File: config.mk
export PLATFORM = sky130hd
export DESIGN_NAME = pc_fetch_flat
export DESIGN_NICKNAME = d
export VERILOG_FILES = /design/src/rtl/pc_fetch_pkg.sv /design/src/rtl/pc_fetch_if.sv /design/src/rtl/pc_fetch_if_id_reg.sv /design/src/rtl/pc_fetch.sv /design/src/flat_wrapper.sv
export SDC_FILE = /design/constraint.sdc
export NUM_CORES = 1
export LEC_CHECK = 0
export CAP_MARGIN = 10
export CORE_MARGIN = 3
export CORE_UTILIZATION = 42
export CTS_CLUSTER_DIAMETER = 60
export CTS_CLUSTER_SIZE = 14
export DETAILED_ROUTE_END_ITERATION = 10
export PLACE_DENSITY = 0.84
export SLEW_MARGIN = 25
export SYNTH_ARGS = -nofsm -noshare
export SYNTH_HDL_FRONTEND = slang
export SYNTH_SLANG_ARGS = --single-unit
File: constraint.sdc
create_clock -name clk -period 2.9 [get_ports clk]
set_input_delay 0.58 -clock clk [delete_from_list [all_inputs] [get_ports clk]]
set_output_delay 0.58 -clock clk [all_outputs]
set_load 0.01 [all_outputs]
File: src/rtl/pc_fetch_pkg.sv
// Shared constants and types for the RV32I instruction-fetch stage.
// Package riscv_fetch_pkg is imported by the fetch interface, the IF/ID
// register and the pc_fetch top.
package riscv_fetch_pkg;

  // addi x0, x0, 0 -- what the IF/ID register carries when it is a bubble.
  localparam logic [31:0] NOP_INSTR = 32'h0000_0013;

  // Default word of an unprogrammed instruction memory.
  localparam logic [31:0] EMPTY_INSTR = 32'h0000_0000;

  // Default PC loaded on reset.
  localparam logic [7:0] DEFAULT_RESET_PC = 8'h00;

  // Fetch control state. HALT is only ever entered when FETCH_HALT_EN is defined.
  typedef enum logic {
    RUN  = 1'b0,
    HALT = 1'b1
  } fetch_state_t;

endpackage

File: src/rtl/pc_fetch_if.sv
// Signal bundle between the fetch stage, the instruction memory, the
// execute-stage redirect source and the decoder.
//
// Flow control has no valid/ready pair. stall is a level hold request that
// freezes the PC and IF/ID. redirect is a one-cycle pulse that replaces the
// PC with redirect_pc and overrides stall. id_valid marks whether IF/ID holds
// a real instruction or a bubble.
interface pc_fetch_if #(
  parameter int AW = 8
);
  import riscv_fetch_pkg::*;

  logic [AW-1:0] imem_addr;
  logic [31:0]   imem_rd;
  logic          stall;
  logic          redirect;
  logic [AW-1:0] redirect_pc;
  logic [31:0]   id_instr;
  logic [AW-1:0] id_pc;
  logic [AW-1:0] id_pc4;
  logic          id_valid;
  logic          halted;
  fetch_state_t  dbg_state;

  // Fetch stage side.
  modport master (
    output imem_addr, id_instr, id_pc, id_pc4, id_valid, halted, dbg_state,
    input  imem_rd, stall, redirect, redirect_pc
  );

  // Memory, pipeline control and decoder side.
  modport slave (
    input  imem_addr, id_instr, id_pc, id_pc4, id_valid, halted, dbg_state,
    output imem_rd, stall, redirect, redirect_pc
  );

endinterface

File: src/rtl/pc_fetch_if_id_reg.sv
// IF/ID pipeline register. Priority inside the module is reset, then bubble,
// then load, then hold. A bubble clears the instruction to a NOP and drops
// id_valid, and it keeps id_pc/id_pc4.
module if_id_reg
  import riscv_fetch_pkg::*;
#(
  parameter int AW = 8
) (
  input  logic          clk,
  input  logic          rst,
  input  logic          load,
  input  logic          bubble,
  input  logic [31:0]   instr_in,
  input  logic [AW-1:0] pc_in,
  input  logic [AW-1:0] pc4_in,
  output logic [31:0]   id_instr,
  output logic [AW-1:0] id_pc,
  output logic [AW-1:0] id_pc4,
  output logic          id_valid
);

  logic [31:0]   instr_d, instr_q;
  logic [AW-1:0] pc_d, pc_q;
  logic [AW-1:0] pc4_d, pc4_q;
  logic          valid_d, valid_q;

  // Next IF/ID contents: bubble beats load; otherwise hold.
  always_comb begin
    instr_d = instr_q;
    pc_d    = pc_q;
    pc4_d   = pc4_q;
    valid_d = valid_q;
    if (bubble) begin
      instr_d = NOP_INSTR;
      valid_d = 1'b0;
    end else if (load) begin
      instr_d = instr_in;
      pc_d    = pc_in;
      pc4_d   = pc4_in;
      valid_d = 1'b1;
    end
  end

  // IF/ID storage with synchronous reset to an empty NOP slot.
  always_ff @(posedge clk) begin
    if (rst) begin
      instr_q <= NOP_INSTR;
      pc_q    <= '0;
      pc4_q   <= '0;
      valid_q <= 1'b0;
    end else begin
      instr_q <= instr_d;
      pc_q    <= pc_d;
      pc4_q   <= pc4_d;
      valid_q <= valid_d;
    end
  end

  assign id_instr = instr_q;
  assign id_pc    = pc_q;
  assign id_pc4   = pc4_q;
  assign id_valid = valid_q;

endmodule

File: src/rtl/pc_fetch.sv
// Instruction-fetch stage: PC register, next-PC selection and the RUN/HALT
// controller, feeding the IF/ID register.
// Optional feature macro: FETCH_HALT_EN -- when defined, fetching the empty
// word 32'h0 in RUN stops fetch in HALT until a redirect or reset.
// Per-edge priority: rst > redirect > stall > halt detection > advance.
module pc_fetch
  import riscv_fetch_pkg::*;
#(
  parameter int            AW       = 8,
  parameter logic [AW-1:0] RESET_PC = AW'(DEFAULT_RESET_PC)
) (
  input logic          clk,
  input logic          rst,
  pc_fetch_if.master   bus
);

  localparam logic [AW-1:0] PC_STEP    = AW'(4);
  localparam logic [AW-1:0] ALIGN_MASK = ~AW'(3);

  logic [AW-1:0] pc_d, pc_q;
  logic [AW-1:0] pc_plus4;
  fetch_state_t  state_d, state_q;
  logic          ifid_load;
  logic          ifid_bubble;

  // Sequential successor, wrapping modulo 2^AW.
  assign pc_plus4 = pc_q + PC_STEP;

  // Next PC, next state and IF/ID control, in priority order.
  always_comb begin
    pc_d        = pc_q;
    state_d     = state_q;
    ifid_load   = 1'b0;
    ifid_bubble = 1'b0;
    if (bus.redirect) begin
      // Low two bits of the target are dropped to force word alignment.
      pc_d        = bus.redirect_pc & ALIGN_MASK;
      ifid_bubble = 1'b1;
      state_d     = RUN;
    end else if (bus.stall) begin
      // Everything holds.
      pc_d = pc_q;
`ifdef FETCH_HALT_EN
    end else if (state_q == HALT) begin
      ifid_bubble = 1'b1;
    end else if (bus.imem_rd == EMPTY_INSTR) begin
      ifid_bubble = 1'b1;
      state_d     = HALT;
`endif
    end else begin
      ifid_load = 1'b1;
      pc_d      = pc_plus4;
    end
  end

  // PC and controller state registers.
  always_ff @(posedge clk) begin
    if (rst) begin
      pc_q    <= RESET_PC;
      state_q <= RUN;
    end else begin
      pc_q    <= pc_d;
      state_q <= state_d;
    end
  end

  if_id_reg #(
    .AW (AW)
  ) u_if_id_reg (
    .clk      (clk),
    .rst      (rst),
    .load     (ifid_load),
    .bubble   (ifid_bubble),
    .instr_in (bus.imem_rd),
    .pc_in    (pc_q),
    .pc4_in   (pc_plus4),
    .id_instr (bus.id_instr),
    .id_pc    (bus.id_pc),
    .id_pc4   (bus.id_pc4),
    .id_valid (bus.id_valid)
  );

  assign bus.imem_addr = pc_q;
  assign bus.dbg_state = state_q;
`ifdef FETCH_HALT_EN
  assign bus.halted = (state_q == HALT);
`else
  assign bus.halted = 1'b0;
`endif

endmodule
File: src/flat_wrapper.sv
// flat-port wrapper written by rule: the top's interface ports become plain ports
module pc_fetch_flat import riscv_fetch_pkg::*;
#(
  parameter int            AW       = 8,
  parameter logic [AW-1:0] RESET_PC = AW'(DEFAULT_RESET_PC)
)
  (clk, rst, bus_imem_addr, bus_id_instr, bus_id_pc, bus_id_pc4, bus_id_valid, bus_halted, bus_dbg_state, bus_imem_rd, bus_stall, bus_redirect, bus_redirect_pc);
  pc_fetch_if #(.AW(AW)) bus_i ();
  input logic clk;
  input logic rst;
  output wire logic [$bits(bus_i.imem_addr)-1:0] bus_imem_addr;
  output wire logic [$bits(bus_i.id_instr)-1:0] bus_id_instr;
  output wire logic [$bits(bus_i.id_pc)-1:0] bus_id_pc;
  output wire logic [$bits(bus_i.id_pc4)-1:0] bus_id_pc4;
  output wire logic [$bits(bus_i.id_valid)-1:0] bus_id_valid;
  output wire logic [$bits(bus_i.halted)-1:0] bus_halted;
  output wire logic [$bits(bus_i.dbg_state)-1:0] bus_dbg_state;
  input wire logic [$bits(bus_i.imem_rd)-1:0] bus_imem_rd;
  input wire logic [$bits(bus_i.stall)-1:0] bus_stall;
  input wire logic [$bits(bus_i.redirect)-1:0] bus_redirect;
  input wire logic [$bits(bus_i.redirect_pc)-1:0] bus_redirect_pc;
  assign bus_imem_addr = bus_i.imem_addr;
  assign bus_id_instr = bus_i.id_instr;
  assign bus_id_pc = bus_i.id_pc;
  assign bus_id_pc4 = bus_i.id_pc4;
  assign bus_id_valid = bus_i.id_valid;
  assign bus_halted = bus_i.halted;
  assign bus_dbg_state = bus_i.dbg_state;
  assign bus_i.imem_rd = bus_imem_rd;
  assign bus_i.stall = bus_stall;
  assign bus_i.redirect = bus_redirect;
  assign bus_i.redirect_pc = bus_redirect_pc;
  pc_fetch #(.AW(AW), .RESET_PC(RESET_PC)) u_core (.clk(clk), .rst(rst), .bus(bus_i));
endmodule
* Word level (Yosys, flattened, before mapping) *
Cells that the tools add are included.

cells by class
  add/sub/neg operators = 1
  reduce and logical (&&, ||, !) cells = 3
  equality and inequality tests = 1
  bitwise operators = 1
  mux-type cells = 5

operator list
  cell                   count
  $mux W8                2
  $add A8 B3 Y8 const B  1
  $reduce_or A2 Y1       2
  $mux W1                3
  $ne A2 B1 Y1 const B   1
  $reduce_and A2 Y1      1
  $not A1 Y1             1

word-level totals
  input port bits = 44
  output and inout bits = 59
  bits in registers = 57
  logic and storage cells = 17

* Longest topological paths before layout *
Gate-level depths: netlist of the first run.

  depth after elaboration = 3
  mapped depth = 5
  depth with buffers taken out = 4

* By module *
A second synthesis of the first run with hierarchy kept.

unflattened totals
  cell total of the unflattened synthesis = 229
  area total of the unflattened synthesis = 2326.0 µm²

by module, submodules not included
  module     instances  area an instance (µm²)  cells an instance  seq. area each (µm²)
  if_id_reg  1          1921.8                  179                980.9
  pc_fetch   1          404.1                   50                 120.1

* Worst setup path after synthesis of the first run *
OpenSTA, ideal clock, no wires.

  path type = input -> register
  start point = input port bus_stall
  end point = register u_core.u_if_id_reg.instr_q[18], in the netlist u_core.u_if_id_reg.id_instr[18]
  buffers on the path = 3
  arrival = 1.456 ns
  setup slack = 1.317 ns
  data required time = 2.772 ns
  library setup time = 0.128 ns
  cell stages on the path = 5
  cell sequence = clkbuf_1 > buf_2 > buf_4 > mux2i_1 > nor2_1

on the way
  word-level cells in the longest chain between the ends = 2

ends and longest elaborated chain
  item                    line                      source
  start: declaration      flat_wrapper.sv:19        input wire logic [$bits(bus_i.stall)-1:0] bus_stall;
  $mux W1                 pc_fetch.sv:40            end else if (bus.stall) begin
  $mux W1                 pc_fetch.sv:35            if (bus.redirect) begin
  end signal: assignment  pc_fetch_if_id_reg.sv:52  instr_q <= instr_d;
  end: declaration        pc_fetch_if_id_reg.sv:22  logic [31:0] instr_d, instr_q;

No other way between the ends.
A chain may end at the register's enable or synchronous reset.

* Final worst setup path of the first run *
  start point = register u_core.pc_q[4], in the netlist u_core.bus.imem_addr[4]
  end point = output port bus_imem_addr[4]

RTL lines
  item                      line                source
  start: declaration        pc_fetch.sv:20      logic [AW-1:0] pc_d, pc_q;
  start signal: assignment  pc_fetch.sv:62      pc_q <= pc_d;
  end: declaration          flat_wrapper.sv:11  output wire logic [$bits(bus_i.imem_addr)-1:0] bus_imem_addr;

No word-level cell between the ends.

==> flow_summary.toml, run 1 <==
[run_status]
status = "completed"

[synthesis]
yosysMostFrequentCell = "dfxtp_1"
synth_top_cell_area_share_pct = 50.94
syn_avg_cell_area_um2 = 9.500
synth_area_leaders = "dfxtp_1 (51%), mux2i_1 (16%), nor2_1 (7.5%)"
synth_cells = 211
synth_flop_cell = "dfxtp_1"
ys_types = 28
synth_edf_count = 0
yosysTopAreaCell = "dfxtp_1"
synth-async-reset-ratio_pct = 0
ys_top_cells_by_count = "dfxtp_1 (51), nor2_1 (40), mux2i_1 (32)"
synth-seq-area-share_pct = 50.94
ys_warn_count = 0
syn_area_mm2 = 0.002004
ys_ff_latch = 51

[final_layout]
syn2layout_area_growth_pct = 49.06
fin_nets = 343
fillers = 376
final_layout_size_suffix_gt1_share_pct = 5.686
final_cells = 351
antenna_cells = 0

[hold_path]
min-delay-start = "u_core.u_if_id_reg.id_pc[5]$_SDFFE_PP0P_"
min_to = "u_core.u_if_id_reg.id_pc[5]$_SDFFE_PP0P_"
hold_depth = 2
hold_path.class = "register to register"

[setup_path]
crit_family = "buffers and inverters"
cp-start-kind = "register"
worst-r2r-setup-slack_ps = 1460
worstPathMaxFanout = 8
cp_slowest_cell = "clkdlybuf4s50_1"
cp_data_arrival_time_ps = 1390
cp_slowest_stage_delay_ps = 600
path_cells = "clkdlybuf4s50_1"
reg2reg_depth = 3
crit_type = "register to output port"
path_buf_inv = 1
reg2reg_to = "u_core.bus.imem_addr[7]$_SDFFE_PP0P_"
critPathRequiredTime_ps = 2320
r2r_start = "u_core.bus.imem_addr[4]$_SDFFE_PP0P_"
crit_path_end_kind = "output port"

[clocking]
ctsLongestPathBuffers = 2
clock_latency_ps = 290
clk_pin_slew_worst_paths_ps = 90
htree_levels = 2
cts_tree = "yes"
cts_num_sinks = 51
ctsResizeCount = 0
hold_buffers = 0
root_buffer = "clkbuf_8"
cts_buffers = 5
cts_setup_buffers = 0

[sta]
setup_viol = 0
worst_pin_slew_ps = 557.1
finalClockSkew_ps = 2.043
hold_viol_final = 0
timing.final.crit_share_pct = 68.09
grt_setup_unrepaired = "no"
report.final.slew_viol_count = 0
max_freq_ghz = 0.5064
post-route-min-period_ps = 1975
fin_tns_setup_ps = 0
relSlewSlack_pct = 62.86

[die]
num_rows = 24
die_x_um = 75.08
die_h_um = 75.08
core_mm2 = 0.004474
start_util_pct = 44.80
io_pins = 103
die_area_mm2 = 0.005637

[routing]
drc = 0
routedWlPerCell_um = 12.75
first_pass_iters = 4
dr.first_iter.drc_count = 69
routed_wirelength_mm = 4.474
viasPerCell = 4.840
final_antenna_net_count = 0
num_vias = 1699

[placement]
gp_congestion = 0.7355
place_inst = 343
io_buffer_count = 92
place_hpwl_mm = 3.345

[grt]
grt_usage_pct = 16.46
first_global_vias = 1607
gr-total-overflow = 0
grt_max_degree = 31
grt_pass1_wl_mm = 7.113
antenna_found_initial = 0

[pwr]
power.leakage_nw = 1.189
pwr_density_cell_mw_per_mm2 = 458.0
ir_drop_mv = 0.2681

[flow_run]
max_cap_viol_count = 0
[placed cells by master, fill, tap and decap left out]
cell / n
a211oi_1: 5
a21oi_1: 11
a311oi_1: 3
buf_2: 1
buf_4: 3
clkbuf_8: 5
clkdlybuf4s50_1: 91
clkinv_1: 1
clkinv_2: 3
conb_1: 8
dfxtp_1: 51
ha_1: 1
inv_1: 2
mux2_2: 1
mux2i_1: 32
nand2_1: 21
nand3_1: 2
nand4_2: 1
nand4b_1: 1
nor2_1: 40
nor2b_1: 1
nor3_1: 1
o21ai_0: 2
o31ai_1: 1
or2_2: 2
or3_1: 1
or3_2: 1
or4_1: 1
xnor2_1: 5
xor2_1: 1
[kinds of logic after synthesis]
kind of cell,Yosys count,share of synthesized area [%]
AOI/OAI and AO/OA,22,6.804
xor gates and xnor gates,6,2.622
adders and majority gates,1,0.6241
buffers and inverters,25,7.054
DFF,51,50.94
muxes,33,16.54
other,1,0.1871
and+or+nand+nor,72,15.23
[state kept, by name, summed over array words and instances, names as in the netlist]
register,flops
u_core.u_if_id_reg.id_pc,6
u_core.u_if_id_reg.id_valid,1
u_core.u_if_id_reg.id_pc4,6
u_core.bus.imem_addr,6
u_core.u_if_id_reg.id_instr,32
[how the worst max path moves through the flow]
stage	cells past startpoint	startpoint	slack, ps	endpoint
finish	1	u_core.bus.imem_addr[4]$_SDFFE_PP0P_	930	bus_imem_addr[4]
global route	1	u_core.bus.imem_addr[5]$_SDFFE_PP0P_	860	bus_imem_addr[5]
CTS	1	u_core.bus.imem_addr[4]$_SDFFE_PP0P_	900	bus_imem_addr[4]
detailed placement	4	rst	830	u_core.u_if_id_reg.id_instr[8]$_SDFFE_PP0P_
global placement	4	rst	850	u_core.u_if_id_reg.id_instr[16]$_SDFFE_PP0P_
floorplan	5	bus_stall	1320	u_core.u_if_id_reg.id_instr[18]$_SDFFE_PP0P_
[through the flow]
step                      total power (W)  setup slack [ps]  area, um2  hold WS (ps)  utilization, %
after global routing             0.001432             860.2       2988         481.6           66.78
final                            0.001368             925.3       2988         455.6           66.78
after global placement          0.0009940             847.8       2904         432.3           64.90
after detailed placement        0.0009992             825.8       2904         441.4           64.90
after floorplan                 0.0008810              1317       2031         469.6               -
after CTS                        0.001385             901.0       2988         459.1           66.78
[final cells by class]
class                           instances  area, um2  share of cell area (%)
Timing Repair Buffer                   95      938.4                   31.41
Sequential cell                        51       1021                   34.17
Clock inverter                          3      15.01                  0.5025
Tap cell                               52      65.06                   2.178
Inverter                                3      11.26                  0.3769
Clock buffer                            5      68.82                   2.303
Multi-Input combinational cell        142      868.3                   29.06
[layer usage]
metal | track usage, % | wire, um | part of all wire (%) | vias up
met1 | 18.73 | 1813 | 41 | 770
met4 | 5.929 | 52 | 1.2 | 0
met5 | 0 | 0 | 0 | -
met2 | 26.21 | 2132 | 48 | 64
li1 | - | - | - | 859
met3 | 8.812 | 475 | 11 | 6
[where the power goes]
| group | leakage, nW | total, W | internal, W | switching [W] |
|---|---|---|---|---|
| clock network | 0.0477 | 0.000388 | 0.000166 | 0.000222 |
| registers | 0.417 | 0.000751 | 0.000729 | 0.0000226 |
| logic | 0.725 | 0.000229 | 0.000136 | 0.0000933 |
| total | 1.19 | 0.00137 | 0.00103 | 0.000338 |
Note: power is estimated with default switching activity, not from simulation.
==> inputs of run 2 (changes only) <==
--- a/config.mk
+++ b/config.mk
@@ -7,11 +7,11 @@
 export LEC_CHECK = 0
 export CAP_MARGIN = 10
 export CORE_MARGIN = 3
-export CORE_UTILIZATION = 42
+export CORE_UTILIZATION = 39
 export CTS_CLUSTER_DIAMETER = 60
 export CTS_CLUSTER_SIZE = 14
 export DETAILED_ROUTE_END_ITERATION = 10
-export PLACE_DENSITY = 0.84
+export PLACE_DENSITY = 0.79
 export SLEW_MARGIN = 25
 export SYNTH_ARGS = -nofsm -noshare
 export SYNTH_HDL_FRONTEND = slang
==> constraint.sdc (replaced) <==
create_clock -name clk -period 1.9 [get_ports clk]
set_input_delay 0.38 -clock clk [delete_from_list [all_inputs] [get_ports clk]]
set_output_delay 0.38 -clock clk [all_outputs]
set_load 0.01 [all_outputs]
==> run 2 against run 1 <==
Die area grew 7.1%; critical path type unchanged; register-to-register slack lost 1100 ps; critical path depth is the same; clock power grew 66%; count of clock-buffer cells in the layout grew 2.
==> flow_summary.toml, run 2 (synthesized netlist as in run 1, its figures left out) <==
[run_status]
status = "completed"

[setup_path]
crit_path_end_kind = "output port"
crit_type = "register to output port"
startpoint = "u_core.bus.imem_addr[5]$_SDFFE_PP0P_"
cp_slowest_cell = "clkdlybuf4s50_1"
cp-start-kind = "register"
cp_slowest_stage_delay_ps = 600
worst-r2r-setup-slack_ps = 410
reg2reg_to = "u_core.bus.imem_addr[7]$_SDFFE_PP0P_"
path_cells = "clkdlybuf4s50_1"
path_buf_inv = 1
endpoint = "bus_imem_addr[5]"
worstPathMaxFanout = 8
r2r_start = "u_core.bus.imem_addr[5]$_SDFFE_PP0P_"
crit_family = "buffers and inverters"
critPathRequiredTime_ps = 1520
reg2reg_depth = 3
cp_data_arrival_time_ps = 1410
cp.depth = 1

[clocking]
cts_num_sinks = 51
clk_pin_slew_worst_paths_ps = 90
ctsLongestPathBuffers = 2
hold_buffers = 0
clock_latency_ps = 290
cts_tree = "yes"
ctsResizeCount = 0
cts_setup_buffers = 0
root_buffer = "clkbuf_8"
cts_buffers = 5
htree_levels = 2

[die]
die_x_um = 77.69
die_h_um = 77.69
num_rows = 25
core_mm2 = 0.004848
start_util_pct = 41.34
io_pins = 103
die_area_mm2 = 0.006036

[grt]
grt_max_degree = 31
met2_usage_pct = 26.37
gr-total-overflow = 0
first_global_vias = 1692
antenna_found_initial = 0
gr-usage-met3_pct = 10.90
grt_usage_pct = 16.70
grt_pass1_wl_mm = 7.983
grt_use_met1_pct = 18.30
busiest_layer = "met2"

[final_layout]
antenna_cells = 0
final_core_util_pct = 62.66
fin_nets = 344
final_common_cell = "clkdlybuf4s50_1"
final_layout_size_suffix_gt1_share_pct = 5.667
fillers = 411
largest_register_ffs = 32
finalInstanceArea_mm2 = 0.003038
syn2layout_area_growth_pct = 51.56
final_cell_mix = "clkdlybuf4s50_1 (91), dfxtp_1 (51), nor2_1 (40), mux2i_1 (32), nand2_1 (21)"

[sta]
report.final.slew_viol_count = 0
finalClockSkew_ps = 3.563
worst_pin_slew_ps = 580.3
fin_ws_ps = 107.1
grt_setup_unrepaired = "no"
setup_viol = 0
hold_viol_final = 0
timing.final.crit_share_pct = 94.37
fin_tns_setup_ps = 0
relSlewSlack_pct = 61.31
max_freq_ghz = 0.5577
post-route-min-period_ps = 1793

[routing]
viasPerCell = 4.602
routedWlPerCell_um = 13.00
dr.first_iter.drc_count = 55
num_vias = 1689
drc = 0
first_pass_iters = 4
routed_wirelength_mm = 4.771
final_antenna_net_count = 0

[placement]
gp_congestion = 0.7383
place_hpwl_mm = 3.585
place_ws_ps = 88.01
io_buffer_count = 92
postPlaceCellArea_mm2 = 0.002943

[pwr]
power.leakage_nw = 1.200
ir_drop_mv = 0.4469
pwr_density_cell_mw_per_mm2 = 707.0

[flow_run]
max_cap_viol_count = 0

[hold_path]
hold_path.class = "register to register"
run 2: cell types whose count changed in the layout (fill, tap and decap cells not counted):
cell,change
clkbuf_8,+1
clkbuf_1,+1
buf_12,+1
clkinv_4,+1
clkinv_2,-3
run 2: worst min-delay path by stage:
stage | start | endpoint | slack (ps) | depth (start not counted)
after floorplan | u_core.u_if_id_reg.id_valid$_SDFFE_PP0P_ | u_core.u_if_id_reg.id_valid$_SDFFE_PP0P_ | 470 | 2
after global placement | u_core.u_if_id_reg.id_valid$_SDFFE_PP0P_ | u_core.u_if_id_reg.id_valid$_SDFFE_PP0P_ | 430 | 2
after detailed placement | u_core.u_if_id_reg.id_valid$_SDFFE_PP0P_ | u_core.u_if_id_reg.id_valid$_SDFFE_PP0P_ | 440 | 2
after CTS | u_core.u_if_id_reg.id_valid$_SDFFE_PP0P_ | u_core.u_if_id_reg.id_valid$_SDFFE_PP0P_ | 450 | 2
after global routing | u_core.u_if_id_reg.id_pc[2]$_SDFFE_PP0P_ | u_core.u_if_id_reg.id_pc[2]$_SDFFE_PP0P_ | 470 | 2
final | u_core.u_if_id_reg.id_valid$_SDFFE_PP0P_ | u_core.u_if_id_reg.id_valid$_SDFFE_PP0P_ | 450 | 2
run 2: cell type report:
cell class                 instances  area, um2  share of cell area [%]
inverter                           3      11.26                  0.3707
tap                               67      83.83                   2.759
timing repair buffer              96      958.4                   31.55
clock inverter                     1      8.758                  0.2883
clock buffer                       7      86.33                   2.842
sequential                        51       1021                   33.61
multi-input combinational        142      868.3                   28.58
run 2: power by group:
group          internal, W  total, W  switching [W]
Sequential         0.00111   0.00115      0.0000330
Combinational     0.000212  0.000358       0.000146
Clock             0.000299  0.000644       0.000345
run 2: routing by layer:
layer	routed length [um]	part of all wire [%]
met1	1859	39
met4	56	1.2
met5	0	0
met3	669	14
met2	2185	46
run 2: tightest hold or removal path, delay by kind of cell (launching register included):
| family | cells | cell delay (ps) |
|---|---|---|
| buffers and inverters | 1 | 40 |
| AO/OA/AOI/OAI | 1 | 50 |
| flip-flops | 1 | 320 |
run 2: stage by stage:
step | hold WS (ps) | total power (W) | instances
final | 446.9 | 0.002148 | 367
after floorplan | 469.6 | 0.001345 | 218
after CTS | 451.0 | 0.002177 | 367
after global placement | 433.6 | 0.001524 | 359
after global routing | 469.4 | 0.002262 | 367
after detailed placement | 439.9 | 0.001532 | 359
==> inputs of run 3 (changes only) <==
--- a/config.mk
+++ b/config.mk
@@ -7,12 +7,11 @@
 export LEC_CHECK = 0
 export CAP_MARGIN = 10
 export CORE_MARGIN = 3
-export CORE_UTILIZATION = 39
+export CORE_UTILIZATION = 42
 export CTS_CLUSTER_DIAMETER = 60
 export CTS_CLUSTER_SIZE = 14
 export DETAILED_ROUTE_END_ITERATION = 10
-export PLACE_DENSITY = 0.79
-export SLEW_MARGIN = 25
+export PLACE_DENSITY = 0.84
 export SYNTH_ARGS = -nofsm -noshare
 export SYNTH_HDL_FRONTEND = slang
 export SYNTH_SLANG_ARGS = --single-unit
==> constraint.sdc (replaced) <==
create_clock -name clk -period 2.2 [get_ports clk]
set_input_delay 0.44 -clock clk [delete_from_list [all_inputs] [get_ports clk]]
set_output_delay 0.44 -clock clk [all_outputs]
set_load 0.01 [all_outputs]
==> run 3 against run 2 <==
First-iteration DRC count rose by 18%; combinational power fell by 15%; count of clock-buffer cells in the layout fell by 1; via count rose by 0.83%; utilization rose by 5.2 points; critical path depth did not move; clock power rose by 3.4%; largest cell class unchanged.
==> flow_summary.toml, run 3 (synthesized netlist as in run 1, its figures left out) <==
[run_status]
status = "completed"

[final_layout]
final_common_cell = "clkdlybuf4s50_1"
final_cell_mix = "clkdlybuf4s50_1 (91), dfxtp_1 (51), nor2_1 (40), mux2i_1 (32), nand2_1 (21)"
antenna_cells = 0
syn2layout_area_growth_pct = 51.37
final_layout_size_suffix_gt1_share_pct = 5.686
largest_register_ffs = 32
fin_nets = 343
finalInstanceArea_mm2 = 0.003034

[routing]
first_pass_iters = 4
routedWlPerCell_um = 13.09
viasPerCell = 4.852
routed_wirelength_mm = 4.593
num_vias = 1703
drc = 0
final_antenna_net_count = 0
dr.first_iter.drc_count = 65

[die]
die_h_um = 75.08
die_x_um = 75.08
core_mm2 = 0.004474
num_rows = 24
die_area_mm2 = 0.005637
start_util_pct = 44.80
io_pins = 103

[clocking]
hold_buffers = 0
cts_setup_buffers = 0
clk_pin_slew_worst_paths_ps = 90
ctsResizeCount = 0
cts_buffers = 5
htree_levels = 2
root_buffer = "clkbuf_8"
clock_latency_ps = 290
cts_tree = "yes"
cts_num_sinks = 51
ctsLongestPathBuffers = 2

[sta]
fin_ws_ps = 350.0
fin_tns_setup_ps = 0
finalClockSkew_ps = 1.513
max_freq_ghz = 0.5406
relSlewSlack_pct = 63.79
setup_viol = 0
report.final.slew_viol_count = 0
post-route-min-period_ps = 1850
timing.final.crit_share_pct = 84.09
hold_viol_final = 0
worst_pin_slew_ps = 543.1
grt_setup_unrepaired = "no"

[pwr]
clkPwrFrac_pct = 33.9
power.switching_w = 0.0004524
power_switching_share_pct = 23.05
cellInternalPower_w = 0.001511
pwr_density_cell_mw_per_mm2 = 647.0
power.leakage_nw = 1.207
ir_drop_mv = 0.4227
seqPwrFrac_pct = 50.5
power_frac_comb_pct = 15.6

[grt]
grt_usage_pct = 16.60
gr-total-overflow = 0
grt_pass1_wl_mm = 7.238
antenna_found_initial = 0
grt_max_degree = 32
first_global_vias = 1726

[placement]
io_buffer_count = 92
place_ws_ps = 335.3
postPlaceCellArea_mm2 = 0.002917
gp_congestion = 0.7413
place_hpwl_mm = 3.418

[setup_path]
path_buf_inv = 1
cp_slowest_cell = "clkdlybuf4s50_1"
critPathRequiredTime_ps = 1760
cp_slowest_stage_delay_ps = 600
path_cells = "clkdlybuf4s50_1"
cp-start-kind = "register"
crit_type = "register to output port"
crit_path_end_kind = "output port"
cp_data_arrival_time_ps = 1410
crit_family = "buffers and inverters"
worstPathMaxFanout = 8

[flow_run]
max_cap_viol_count = 0

[hold_path]
hold_path.class = "register to register"
## run 3: changes by cell type in the layout (fill, tap and decap cells not counted), sizes merged
cell	before	now
bufinv	0	1
buf	5	4
clkbuf	7	6
## run 3: area by class of cell
type	count	area, um2
Clock inverter	2	35.03
Clock buffer	6	82.58
Inverter	3	11.26
Fill cell	349	1440
Timing Repair Buffer	95	950.9
Tap cell	52	65.06
Multi-Input combinational cell	142	868.3
Sequential cell	51	1021
## run 3: layer usage
layer	track usage (%)	vias to the layer above	wire length, um
li1	-	863	-
met5	0	-	0
met4	5.731	0	38
met1	17.08	770	1776
met3	7.744	5	473
met2	29.50	65	2304
## run 3: stage by stage
step | std cells | hold WS [ps] | utilization [%] | total power [W]
2_1_floorplan | 218 | 469.6 | - | 0.001161
3_3_place_gp | 343 | 433.0 | 65.18 | 0.001313
3_5_place_dp | 343 | 441.5 | 65.18 | 0.001320
4_1_cts | 351 | 458.7 | 67.81 | 0.001988
5_1_grt | 351 | 475.8 | 67.81 | 0.002041
6_report | 351 | 455.1 | 67.81 | 0.001963
## run 3: worst paths after layout
check	slack, ps	start	depth (start not counted)	endpoint
worst max-delay path	350	u_core.bus.imem_addr[4]$_SDFFE_PP0P_	1	bus_imem_addr[4]
worst min-delay path	460	u_core.u_if_id_reg.id_valid$_SDFFE_PP0P_	2	u_core.u_if_id_reg.id_valid$_SDFFE_PP0P_
worst max register to register	730	u_core.bus.imem_addr[4]$_SDFFE_PP0P_	3	u_core.bus.imem_addr[7]$_SDFFE_PP0P_
worst min register to register	460	u_core.u_if_id_reg.id_valid$_SDFFE_PP0P_	2	u_core.u_if_id_reg.id_valid$_SDFFE_PP0P_
## run 3: power by group through the flow
stage               clock [W]  sequential [W]  combinational (W)
floorplan                   0         0.00102           0.000137
global placement            0         0.00101           0.000302
detailed placement          0         0.00101           0.000307
CTS                  0.000687        0.000992           0.000309
global route         0.000710        0.000997           0.000333
finish               0.000666        0.000992           0.000305
